[src/rtl/hilo_muldiv_sequencer.sv]
// hilo_muldiv_sequencer: multi-cycle MULT/MULTU/DIV/DIVU sequencer and owner of HI/LO.
// Multiply finishes MULT_CYCLES edges after acceptance. Divide is radix-2 restoring,
// one bit per edge, followed by one sign-fix cycle.
// Ports:
//   clk, reset             clock (rising edge) and asynchronous active-high reset
//   start, isDiv           valid mul/div in EX; 1 = DIV*, 0 = MULT*
//   isUnsigned             1 = MULTU/DIVU
//   opA, opB               rs / rt operands
//   hiloRead               MFHI/MFLO in EX
//   mtHi, mtLo, mtData     MTHI/MTLO write strobes and data
//   cancel                 flush; aborts any in-flight operation
//   hi, lo                 HI/LO registers
//   busy                   operation in flight
//   stall                  freeze IF..EX this cycle
//   done                   one-cycle pulse: HI/LO were updated by a mul/div at this edge
module hilo_muldiv_sequencer #(
  parameter int unsigned WIDTH       = 32,
  parameter int unsigned MULT_CYCLES = 4
) (
  input  logic             clk,
  input  logic             reset,
  input  logic             start,
  input  logic             isDiv,
  input  logic             isUnsigned,
  input  logic [WIDTH-1:0] opA,
  input  logic [WIDTH-1:0] opB,
  input  logic             hiloRead,
  input  logic             mtHi,
  input  logic             mtLo,
  input  logic [WIDTH-1:0] mtData,
  input  logic             cancel,
  output logic [WIDTH-1:0] hi,
  output logic [WIDTH-1:0] lo,
  output logic             busy,
  output logic             stall,
  output logic             done
);

  localparam int unsigned CntMax = (WIDTH > MULT_CYCLES) ? WIDTH : MULT_CYCLES;
  localparam int unsigned CntW   = $clog2(CntMax + 1);

  typedef enum logic [1:0] {StIdle, StMul, StDiv, StFix} state_e;

  state_e            state_q, state_d;
  logic [CntW-1:0]   cnt_q, cnt_d;
  // a_q holds the multiplicand, or the dividend magnitude that becomes the quotient.
  logic [WIDTH-1:0]  a_q, a_d;
  logic [WIDTH-1:0]  b_q, b_d;
  logic [WIDTH-1:0]  rem_q, rem_d;
  logic              uns_q, uns_d;
  logic              neg_quo_q, neg_quo_d;
  logic              neg_rem_q, neg_rem_d;
  logic [WIDTH-1:0]  hi_q, hi_d;
  logic [WIDTH-1:0]  lo_q, lo_d;
  logic              done_q, done_d;

  logic [2*WIDTH-1:0] ext_a, ext_b, prod;
  logic [WIDTH:0]     shifted, trial;
  logic               sign_a, sign_b;

  // Extending both operands to 2*WIDTH makes a plain truncated product correct for
  // both signed and unsigned forms.
  always_comb begin
    ext_a = uns_q ? {{WIDTH{1'b0}}, a_q} : {{WIDTH{a_q[WIDTH-1]}}, a_q};
    ext_b = uns_q ? {{WIDTH{1'b0}}, b_q} : {{WIDTH{b_q[WIDTH-1]}}, b_q};
    prod  = ext_a * ext_b;
  end

  // Restoring step: trial[WIDTH] set means the subtraction went negative.
  always_comb begin
    shifted = {rem_q, a_q[WIDTH-1]};
    trial   = shifted - {1'b0, b_q};
  end

  always_comb begin
    state_d   = state_q;
    cnt_d     = cnt_q;
    a_d       = a_q;
    b_d       = b_q;
    rem_d     = rem_q;
    uns_d     = uns_q;
    neg_quo_d = neg_quo_q;
    neg_rem_d = neg_rem_q;
    hi_d      = hi_q;
    lo_d      = lo_q;
    done_d    = 1'b0;
    sign_a    = ~isUnsigned & opA[WIDTH-1];
    sign_b    = ~isUnsigned & opB[WIDTH-1];

    unique case (state_q)
      StIdle: begin
        if (cancel) begin
          // Flush: nothing in EX commits, including MTHI/MTLO.
        end else if (mtHi || mtLo) begin
          if (mtHi) hi_d = mtData;
          if (mtLo) lo_d = mtData;
        end else if (start) begin
          uns_d     = isUnsigned;
          neg_quo_d = sign_a ^ sign_b;
          neg_rem_d = sign_a;
          rem_d     = '0;
          cnt_d     = '0;
          if (isDiv) begin
            a_d     = sign_a ? -opA : opA;
            b_d     = sign_b ? -opB : opB;
            state_d = StDiv;
          end else begin
            a_d     = opA;
            b_d     = opB;
            state_d = StMul;
          end
        end
      end
      StMul: begin
        if (cnt_q == CntW'(MULT_CYCLES - 1)) begin
          {hi_d, lo_d} = prod;
          done_d       = 1'b1;
          state_d      = StIdle;
        end else begin
          cnt_d = cnt_q + 1'b1;
        end
      end
      StDiv: begin
        a_d   = {a_q[WIDTH-2:0], ~trial[WIDTH]};
        rem_d = trial[WIDTH] ? shifted[WIDTH-1:0] : trial[WIDTH-1:0];
        if (cnt_q == CntW'(WIDTH - 1)) begin
          state_d = StFix;
        end else begin
          cnt_d = cnt_q + 1'b1;
        end
      end
      StFix: begin
        lo_d    = neg_quo_q ? -a_q : a_q;
        hi_d    = neg_rem_q ? -rem_q : rem_q;
        done_d  = 1'b1;
        state_d = StIdle;
      end
      default: state_d = StIdle;
    endcase

    if (cancel) begin
      state_d = StIdle;
      hi_d    = hi_q;
      lo_d    = lo_q;
      done_d  = 1'b0;
    end
  end

  always_ff @(posedge clk or posedge reset) begin
    if (reset) begin
      state_q   <= StIdle;
      cnt_q     <= '0;
      a_q       <= '0;
      b_q       <= '0;
      rem_q     <= '0;
      uns_q     <= 1'b0;
      neg_quo_q <= 1'b0;
      neg_rem_q <= 1'b0;
      hi_q      <= '0;
      lo_q      <= '0;
      done_q    <= 1'b0;
    end else begin
      state_q   <= state_d;
      cnt_q     <= cnt_d;
      a_q       <= a_d;
      b_q       <= b_d;
      rem_q     <= rem_d;
      uns_q     <= uns_d;
      neg_quo_q <= neg_quo_d;
      neg_rem_q <= neg_rem_d;
      hi_q      <= hi_d;
      lo_q      <= lo_d;
      done_q    <= done_d;
    end
  end

  assign hi    = hi_q;
  assign lo    = lo_q;
  assign busy  = (state_q != StIdle);
  assign stall = busy & (start | hiloRead | mtHi | mtLo);
  assign done  = done_q;

endmodule

[config.mk]
export PLATFORM = sky130hd
export DESIGN_NAME = hilo_muldiv_sequencer
export DESIGN_NICKNAME = d
export VERILOG_FILES = /design/src/rtl/hilo_muldiv_sequencer.sv
export SDC_FILE = /design/constraint.sdc
export NUM_CORES = 2
export LEC_CHECK = 0
export ABC_AREA = 1
export BUFFER_PORTS_ARGS = -buffer_cell sky130_fd_sc_hd__buf_2
export CAP_MARGIN = 0
export CORE_ASPECT_RATIO = 0.6
export CORE_MARGIN = 2
export CORE_UTILIZATION = 50
export CTS_CLUSTER_DIAMETER = 50
export DETAILED_ROUTE_END_ITERATION = 10
export PLACE_DENSITY = 0.66
export SLEW_MARGIN = 20
export SYNTH_ARGS = -nofsm -noshare
export SYNTH_HDL_FRONTEND = slang
export SYNTH_SLANG_ARGS = --single-unit
[constraint.sdc]
create_clock -name clk -period 9.4 [get_ports clk]
set_input_delay 1.88 -clock clk [delete_from_list [all_inputs] [get_ports clk]]
set_output_delay 1.88 -clock clk [all_outputs]
set_load 0.02 [all_outputs]
==> summary.md <==
| Metric | Value |
|---|---|
| IO Pins | `about 170` |
| GRT Util Overall | `0.426` |
| Layout Nets | `between 10,000 and 15,000` |
| CP dominant cell by count | `fa_1` |
| Pre-antenna DRT Iters | `6` |
| Leading area contributor after synthesis | `fa_1` |
| Syn. warnings | `0` |
| Critical Path Start Type | `register` |
| Synth top area cells | `fa_1, inv_1, nand2_1` |
| Setup TNS | `0 ns` |
| Largest net degree at the start of global routing | `87` |
| Fmax | `about 110 MHz` |
| Relative slew slack | `0.193` |
| # DRC | `0` |
| CTS sink count | `roughly 170` |
| Inserted Clock Buffers | `17` |
| Outcome | `finished, final reports clean` |
| Antenna violations before repair | `23` |
| Period utilisation layout | `0.982` |
| Starting Density | `0.504` |
| Core footprint | `~130,000 um2` |
| Avg WL per Cell | `26.5 um` |
| Clock-pin slew on the worst setup and hold paths | `0.09 ns` |
| EDFF count, synth | `0` |
| CP arrival | `9.68 ns` |
| First-pass GRT wire length | `398,000 um` |
| IO buf count | `approximately 170` |
| Mapped Nets | `10,200` |
| Antenna Nets Post-Route | `0` |
| RSZ-0062 raised after global routing | `false` |
| Most common cell after layout, fill and taps aside | `inv_1` |
| GRT Residual Overflow | `0` |
| Max Root-Sink Buffers | `2` |
| H-tree depth | `4` |
| Top_reg_cell synth | `dfrtp_1` |
| Synth Instances | `8,301` |
| Final WL | `between 200,000 and 300,000 um` |
| Final Setup Violations | `0` |
| Proportion of synthesized chip area in sequential cells | `0.0676` |
| Area Growth Syn to Fin | `7.97%` |
| Final Max Tran Viols | `0` |
| Site Rows | `101` |
| Synth unique cells | `between 60 and 70` |
| Via count | `between 50,000 and 60,000` |
| # Max-Cap Violations | `0` |
| CP max FO | `5` |
| Die Area | `130,000 um2` |
| Vias in the first global route | `just under 60,000` |
| CP Capture Type | `register` |
| Mapped cell area | `roughly 64,000 um2` |
| Hold Path Class | `reg -> reg` |
| Least-Margin Pin Slew | `about 1.2 ns` |
| TritonCTS clock tree | `built` |
| Number of vias per cell | `between 5 and 6` |
| CTS root buffer | `clkbuf_16` |
| Worst-Skew Late Latency | `between 0.5 and 0.6 ns` |
| CP max stage cell | `dfrtp_1` |
| Ys async rst share | `1.00` |
| Share of the synthesized area in the top cell type | `0.446` |
| Share of layout cells above drive strength 1 | `0.0758` |
| Dpl hpwl | `227,000 um` |
| Die height | `281 um` |
| Hold-fix buffers, CTS | `0` |
| Fill cells | `about 12,000` |
| Post-Syn Area per Cell | `about 7.7 um2` |
| Most frequent cells in the layout | `inv_1, nand2_1, fa_1` |
| Hold Fails Final Rpt | `0` |
| Gp weighted congestion | `between 1 and 1.5` |
| WP data required | `approximately 9.9 ns` |
| Register bit count reported by yosys | `between 150 and 200` |
| DRT iter0 DRCs | `roughly 6,800` |
| Fin crit period | `~9.2 ns` |
| Die width | `about 460 um` |
| Critical path class | `reg -> reg` |
| Worst clock skew | `just over 0.03 ns` |
| Max stage delay on crit path | `approximately 0.76 ns` |
[metal layers]
metal  global-route usage  vias to the layer above  wire length [um]
met5              0.00628                        -               273
met1                0.620                    27900            114000
met4                0.139                       28             10300
met3                0.167                      426             40600
li1                     -                    24100                 -
met2                0.573                     3489            104000
[cells by family (layout without fill, tap and decap cells)]
logic type | Yosys count | after routing | share of synthesized area
flip-flops | 172 | 172 | 0.0676
buffers and inverters | 2893 | 3061 | 0.172
other | 0 | 11 | 0
adder cells (fa/ha/maj) | 1771 | 1771 | 0.515
AO/OA/AOI/OAI | 717 | 717 | 0.0640
AND/OR/NAND/NOR | 2667 | 2667 | 0.170
XOR/XNOR | 81 | 81 | 0.0111
[synth_stat cells, types with 7 or more instances]
cell type     n
inv_1      2532
nand2_1    1759
fa_1       1420
nor2_1      483
ha_1        351
a21oi_1     262
clkbuf_1    248
nand3_1     245
o21ai_0     239
dfrtp_1     172
o21ai_1      65
buf_1        61
xor2_1       49
nor3_1       47
nand4_1      36
xnor2_1      32
a31oi_1      27
inv_2        21
buf_2        20
o211ai_1     17
o211ai_2     17
a21o_1       16
nand3b_1     15
or2_2        15
nor4_1       13
o21bai_1     13
nor2_2       10
nor3_2       10
o221ai_1     10
a41oi_1       9
nand3_2       8
o22ai_1       7
[worst paths after layout]
kind                                    start                   end  slack [ns]  depth (start not counted)
setup / recovery           a_q[4]$_DFFE_PP0P_    hi[10]$_DFFE_PP0P_        0.17                         31
hold / removal             lo[11]$_DFFE_PP0P_    lo[11]$_DFFE_PP0P_        0.51                          2
setup reg to reg           a_q[4]$_DFFE_PP0P_    hi[10]$_DFFE_PP0P_        0.17                         31
min in group asynchronous               reset  cnt_q[3]$_DFFE_PP0P_        1.45                          2
max in group asynchronous               reset     uns_q$_DFFE_PP0P_        5.66                          4
hold reg to reg            lo[11]$_DFFE_PP0P_    lo[11]$_DFFE_PP0P_        0.51                          2
[stage by stage]
step / instance area (um2) / instances / hold slack [ns] / util / worst slack, ns
after detailed placement: 68100 / 10100 / 0.486 / 0.538 / 0.172
final: 68800 / 10200 / 0.512 / 0.544 / 0.173
after CTS: 68700 / 10200 / 0.512 / 0.543 / 0.0981
after global placement: 68100 / 10100 / 0.470 / 0.538 / 0.169
after floorplan: 63700 / 8301 / 0.527 / - / 0.441
after global routing: 68800 / 10200 / 0.537 / 0.544 / 0.00611
[worst max-delay path: cells and delay by family, from the launching register on]
| family | cells | cell delay [ns] |
|---|---|---|
| flops | 1 | 0.76 |
| simple gates | 9 | 1.68 |
| compound gates | 2 | 0.53 |
| fa+ha+maj | 10 | 4.77 |
| buf+inv | 10 | 1.40 |
[registers in the layout (all words and copies together), names as in the netlist, 2 cells and up]
register,count
b_q,32
a_q,32
rem_q,32
lo,32
state_q,2
hi,32
cnt_q,6
[timing repair]
| item | in CTS | in global routing |
|---|---|---|
| gates resized for setup | 0 | 21 |
| endpoints found under the hold margin | 0 | 0 |
| setup buffers | 0 | 0 |
| endpoints found under the setup margin | 0 | 21 |
[layout make-up]
class                           instances  area (um2)  share of cell area
Multi-Input combinational cell       5236       48500               0.705
Inverter                             2555        9600               0.140
Sequential cell                       172        4330              0.0630
Timing Repair Buffer                  474        3560              0.0517
Tap cell                             1699        2130              0.0309
Clock buffer                           18         439             0.00638
Clock inverter                         14         195             0.00284
Antenna cell                           11        27.5            0.000400
Power is not shown: default switching activity piles up to over one toggle a cycle in this logic, so the estimate is an artifact.
